**src/rtl/led_blink_if.sv**
```systemverilog
// Control-side bundle for the LED blinker: event/clear requests in,
// LED drive and status out.
interface led_blink_if #(
   parameter int PendWidth = 3
) ();
   logic                 event_i;
   logic                 clear_i;
   logic                 led_o;
   logic                 busy_o;
   logic [PendWidth-1:0] pending_o;
   logic                 overflow_o;

   modport master (
      output event_i, clear_i,
      input  led_o, busy_o, pending_o, overflow_o
   );

   modport slave (
      input  event_i, clear_i,
      output led_o, busy_o, pending_o, overflow_o
   );
endinterface

```
**src/rtl/led_blink_interface.sv**
```systemverilog
// Turns one-cycle event pulses into visible LED blinks (OnCycles high, OffCycles low).
// Events arriving mid-blink are queued in a saturating counter and replayed.
module led_blink_interface #(
   parameter int OnCycles  = 8,
   parameter int OffCycles = 4,
   parameter int PendWidth = 3
) (
   input  logic       clock,
   input  logic       reset,
   led_blink_if.slave bus
);

   localparam int MaxCyc = (OnCycles > OffCycles) ? OnCycles : OffCycles;
   localparam int TimerW = (MaxCyc < 2) ? 1 : $clog2(MaxCyc);
   localparam logic [TimerW-1:0]    OnLoad  = TimerW'(OnCycles - 1);
   localparam logic [TimerW-1:0]    OffLoad = TimerW'(OffCycles - 1);
   localparam logic [PendWidth-1:0] PendMax = '1;

   typedef enum logic [1:0] {
      S_IDLE = 2'd0,
      S_ON   = 2'd1,
      S_OFF  = 2'd2
   } state_e;

   state_e               state_q, state_d;
   logic [TimerW-1:0]    timer_q, timer_d;
   logic [PendWidth-1:0] pend_q,  pend_d;
   logic                 ovf_q,   ovf_d;
   logic                 led_q,   led_d;
   logic                 busy_q,  busy_d;
   logic                 start;

   always_ff @(posedge clock or negedge reset) begin
      if (!reset) begin
         state_q <= S_IDLE;
         timer_q <= '0;
      end else begin
         state_q <= state_d;
         timer_q <= timer_d;
      end
   end

   // start marks the edge a blink begins; it is what consumes a pending event
   always_comb begin
      state_d = state_q;
      timer_d = timer_q;
      start   = 1'b0;
      unique case (state_q)
         S_IDLE: begin
            if (pend_q != '0) begin
               state_d = S_ON;
               timer_d = OnLoad;
               start   = 1'b1;
            end
         end
         S_ON: begin
            if (timer_q != '0) begin
               timer_d = timer_q - 1'b1;
            end else begin
               state_d = S_OFF;
               timer_d = OffLoad;
            end
         end
         S_OFF: begin
            if (timer_q != '0) begin
               timer_d = timer_q - 1'b1;
            end else if (pend_q != '0) begin
               state_d = S_ON;
               timer_d = OnLoad;
               start   = 1'b1;
            end else begin
               state_d = S_IDLE;
               timer_d = '0;
            end
         end
         default: begin
            state_d = S_IDLE;
            timer_d = '0;
         end
      endcase
      if (bus.clear_i) begin
         state_d = S_IDLE;
         timer_d = '0;
         start   = 1'b0;
      end
   end

   // Registered outputs are derived from the next state so led tracks state_q exactly
   always_comb begin
      led_d  = (state_d == S_ON);
      busy_d = (state_d != S_IDLE);
   end

   // An event and a blink start on the same edge cancel, so saturation only drops when no start
   always_comb begin
      pend_d = pend_q;
      ovf_d  = ovf_q;
      if (bus.clear_i) begin
         pend_d = '0;
         ovf_d  = 1'b0;
      end else if (bus.event_i && !start) begin
         if (pend_q == PendMax) begin
            ovf_d = 1'b1;
         end else begin
            pend_d = pend_q + 1'b1;
         end
      end else if (!bus.event_i && start) begin
         pend_d = pend_q - 1'b1;
      end
   end

   always_ff @(posedge clock or negedge reset) begin
      if (!reset) begin
         pend_q <= '0;
         ovf_q  <= 1'b0;
         led_q  <= 1'b0;
         busy_q <= 1'b0;
      end else begin
         pend_q <= pend_d;
         ovf_q  <= ovf_d;
         led_q  <= led_d;
         busy_q <= busy_d;
      end
   end

   assign bus.led_o      = led_q;
   assign bus.busy_o     = busy_q;
   assign bus.pending_o  = pend_q;
   assign bus.overflow_o = ovf_q;

endmodule

```
**src/flat_wrapper.sv**
```systemverilog
// flat-port wrapper written by rule: the top's interface ports become plain ports
module led_blink_interface_flat 
#(
   parameter int OnCycles  = 8,
   parameter int OffCycles = 4,
   parameter int PendWidth = 3
)
  (clock, reset, bus_event_i, bus_clear_i, bus_led_o, bus_busy_o, bus_pending_o, bus_overflow_o);
  led_blink_if #(.PendWidth(PendWidth)) bus_i ();
  input  logic clock;
  input  logic reset;
  input wire logic [$bits(bus_i.event_i)-1:0] bus_event_i;
  input wire logic [$bits(bus_i.clear_i)-1:0] bus_clear_i;
  output wire logic [$bits(bus_i.led_o)-1:0] bus_led_o;
  output wire logic [$bits(bus_i.busy_o)-1:0] bus_busy_o;
  output wire logic [$bits(bus_i.pending_o)-1:0] bus_pending_o;
  output wire logic [$bits(bus_i.overflow_o)-1:0] bus_overflow_o;
  assign bus_i.event_i = bus_event_i;
  assign bus_i.clear_i = bus_clear_i;
  assign bus_led_o = bus_i.led_o;
  assign bus_busy_o = bus_i.busy_o;
  assign bus_pending_o = bus_i.pending_o;
  assign bus_overflow_o = bus_i.overflow_o;
  led_blink_interface #(.OnCycles(OnCycles), .OffCycles(OffCycles), .PendWidth(PendWidth)) u_core (.clock(clock), .reset(reset), .bus(bus_i));
endmodule
```
**config.mk**
```make
export PLATFORM = sky130hd
export DESIGN_NAME = led_blink_interface_flat
export DESIGN_NICKNAME = d
export VERILOG_FILES = /design/src/rtl/led_blink_if.sv /design/src/rtl/led_blink_interface.sv /design/src/flat_wrapper.sv
export SDC_FILE = /design/constraint.sdc
export NUM_CORES = 1
export LEC_CHECK = 0
export CAP_MARGIN = 20
export CORE_MARGIN = 5
export CORE_UTILIZATION = 30
export CTS_CLUSTER_SIZE = 30
export DETAILED_ROUTE_END_ITERATION = 10
export SETUP_SLACK_MARGIN = 0.02
export SYNTH_ARGS = -nofsm -noshare
export SYNTH_HDL_FRONTEND = slang
export SYNTH_SLANG_ARGS = --single-unit
```
**constraint.sdc**
```tcl
create_clock -name clock -period 4.1 [get_ports clock]
set_input_delay 0.82 -clock clock [delete_from_list [all_inputs] [get_ports clock]]
set_output_delay 0.82 -clock clock [all_outputs]
set_load 0.05 [all_outputs]
```
==> run summary <==
hold path depth = 1
top cell type's share of synthesized area = 37.2%
pin count of the biggest net entering global routing = 18
post-CTS sizing = 0
R2R Path Start = u_core.timer_q[0]
gr ovfl total = 0
Die X-Extent = 59.7 um
Synth Net Count = 89
Worst Path Arrival = 3.32 ns
Max Cap Viol = 0
post-synthesis mux area share = 0%
R2R setup slack = 1.31 ns
Final GP Congestion = 0.830
Slew headroom = 63.3%
Post-DRT Antenna Nets = 0
Pint = 355 uW
routed vias = 619
RSZ-0062 raised after global routing = false
cell breakdown of the critical path = clkdlybuf4s50_1 > a2111o_1 > and2_1 > fa_1 > nor2b_1 > a211oi_2 > nor4_1 > or2_1
asr flop ratio synth = 100%
antenna violations before repair = 0
post-synth cell types = 36
Pwr Density = 815 nW/um2
number of global-route vias before repair = 596
number of synthesized flops with an enable pin = 0
post-synthesis xor/xnor area fraction = 0%
Logic pwr share = 58.5%
sequential area share after synthesis = 37.2%
# H-tree levels = 1
CP Launch Type = primary input
clock sinks = 11
Num CTS Buffers = 3
site row count = 18
CTS root buffer = clkbuf_4
Hold Fails Final Rpt = 0
leak pwr = 0.000367 uW
NetSw = 352 uW
CTS tree = yes
Synth Area in Compound Gates = 26.0%
Post-CTS Hold Fix Bufs = 0
synthesized area = 741 um2
status = finished clean
total track usage = 10.1%
Reg2Reg Depth = 10
die area = 3560 um2
total setup buffers inserted after CTS = 0
Hold Path Class = reg -> reg
worst stage delay on the critical path = 0.66 ns
worst-path maximum fanout = 15
Simple-Gate Fraction of Synth Area = 24.5%
total negative slack = 0 ns
FMAX = 0.317 GHz
DRC violations left = 0
maximum VDD drop = 0.405 mV
main combinational cell family by area after synthesis = compound AO/OA/AOI/OAI gates
Ports = 10
Synth Warn # = 0
DP Wirelength = 1090 um
clock skew = 0.00844 ns
Design Area, Final = 867 um2
area growth from synthesis to layout = 17.1%
placed cell area = 841 um2
worst hold start = u_core.bus.overflow_o
Top FF cell, synth = dfrtp_1
routed wire length = 1540 um
slowest CP cell = clkdlybuf4s50_1
dpl ws = 0.688 ns
Syn Area/Cell = 9.03 um2
Worst-Margin Slew = 0.548 ns
Yosys reg bits = 11
DR iter-0 viols = 19
Synth Instances = 82
sw frac = 49.8%
clock share of power = 10.7%
CTS clk-pin slew, worst paths = 0.08 ns
CP required = 4.26 ns
Worst Hold Endpoint = u_core.bus.overflow_o
Total Power = 706 uW
final worst slack = 0.945 ns
Post-Synth Adder-Cell Area = 6.08%
final count of pins violating max slew = 0
reg2reg end = u_core.bus.pending_o[2]
fin crit share = 77.0%
critical path capture point type = flip-flop
first-pass GRT wire length = 2710 um
Floorplan Core Area = 2410 um2
starting density of the core = 30.7%
nets = 98
share of cells above drive strength 1 = 7.78%
clk buf depth = 2
Worst-Skew Late Latency = 0.27 ns
main area contributors after synthesis = dfrtp_1 (37%), a21oi_1 (4.7%), nor2_1 (3.5%)
sequential share of power = 30.8%
ant diodes = 0
PortBufs = 9
die height = 59.7 um
Setup Viol. Count Final = 0
WS Path Type = in -> reg
Tmin final = 3.16 ns
vias per inst = 5.16
Initial DRT Pass Iterations = 4
cell taking the most area after synthesis = dfrtp_1
wire length per cell = 12.9 um
## state kept, by name, summed over array words and instances, names as in the netlist
signal and flops:
u_core.bus.busy_o 1, u_core.bus.pending_o 3, u_core.bus.overflow_o 1, u_core.bus.led_o 1, u_core.state_q 2, u_core.timer_q 3
## layout by cell type, fill, tap and decap left out, drive strengths merged, types with 3 or more instances in the layout
cell / Yosys / final
dfrtp: 11 / 11
clkdlybuf4s50: 0 / 9
nor2: 7 / 7
a21oi: 7 / 7
o21ai: 5 / 5
inv: 5 / 5
nor2b: 4 / 4
nand2: 4 / 4
nand2b: 4 / 4
clkbuf: 3 / 4
a211oi: 3 / 3
nor3: 3 / 3
## logic make-up (layout without fill, tap and decap cells)
family                     count (synthesis)  count (layout)
DFF                                       11              11
buffers and inverters                     10              18
and+or+nand+nor                           31              31
adders and majority gates                  3               3
AOI/OAI and AO/OA                         27              27
## worst max-delay path, delay by kind of cell
family                   cells  cell delay (ns)
AND/OR/NAND/NOR              4             0.68
AO/OA/AOI/OAI                2             0.74
buffers and inverters        1             0.66
adder cells (fa/ha/maj)      1             0.41
## worst max path at each step
stage	start	endpoint	depth (start not counted)
after global placement	bus_clear_i	u_core.bus.pending_o[2]	8
after detailed placement	bus_clear_i	u_core.bus.pending_o[2]	8
final	bus_clear_i	u_core.bus.pending_o[2]	8
after global routing	bus_clear_i	u_core.bus.pending_o[2]	8
after floorplan	u_core.timer_q[0]	u_core.bus.pending_o[2]	11
after CTS	bus_clear_i	u_core.bus.pending_o[2]	8
## synth_stat cells (2+ instances only)
cell      count
a2111o_1      2
a211oi_1      2
a21o_1        2
a21oi_1       7
a22o_1        2
clkbuf_1      3
dfrtp_1      11
ha_1          2
inv_1         5
nand2_1       4
nand2b_1      3
nor2_1        7
nor2b_1       4
nor3_1        2
o21ai_0       5
## power by group through the flow
| stage | Sequential, uW | Combinational, uW | Clock [uW] |
|---|---|---|---|
| 2_1_floorplan | 267 | 272 | 0 |
| 3_3_place_gp | 217 | 407 | 0 |
| 3_5_place_dp | 219 | 413 | 0 |
| 4_1_cts | 217 | 416 | 77.5 |
| 5_1_grt | 227 | 461 | 86.8 |
| 6_report | 218 | 413 | 75.6 |
## routing by layer
metal  vias to the layer above  track usage, %  part of all wire (%)
met5                         -               0                     0
met4                         0            1.90                     0
met3                         0            4.10                   5.1
met2                        14            15.4                    49
met1                       289            13.6                    46
li1                        316               -                     -
## cell type report
cell class	count	area, um2
fill	244	1540
multi-input combinational	61	419
sequential	11	275
timing repair buffer	9	90.1
tap	30	37.5
clock buffer	4	26.3
inverter	5	18.8
## through the flow
stage / hold WS (ns) / util, % / cells
after global placement: 0.527 / 34.9 / 116
final: 0.544 / 36.0 / 120
after CTS: 0.543 / 36.0 / 120
after global routing: 0.573 / 36.0 / 120
after floorplan: 0.524 / - / 82
after detailed placement: 0.517 / 34.9 / 116
(Power assumes the default switching activity.)
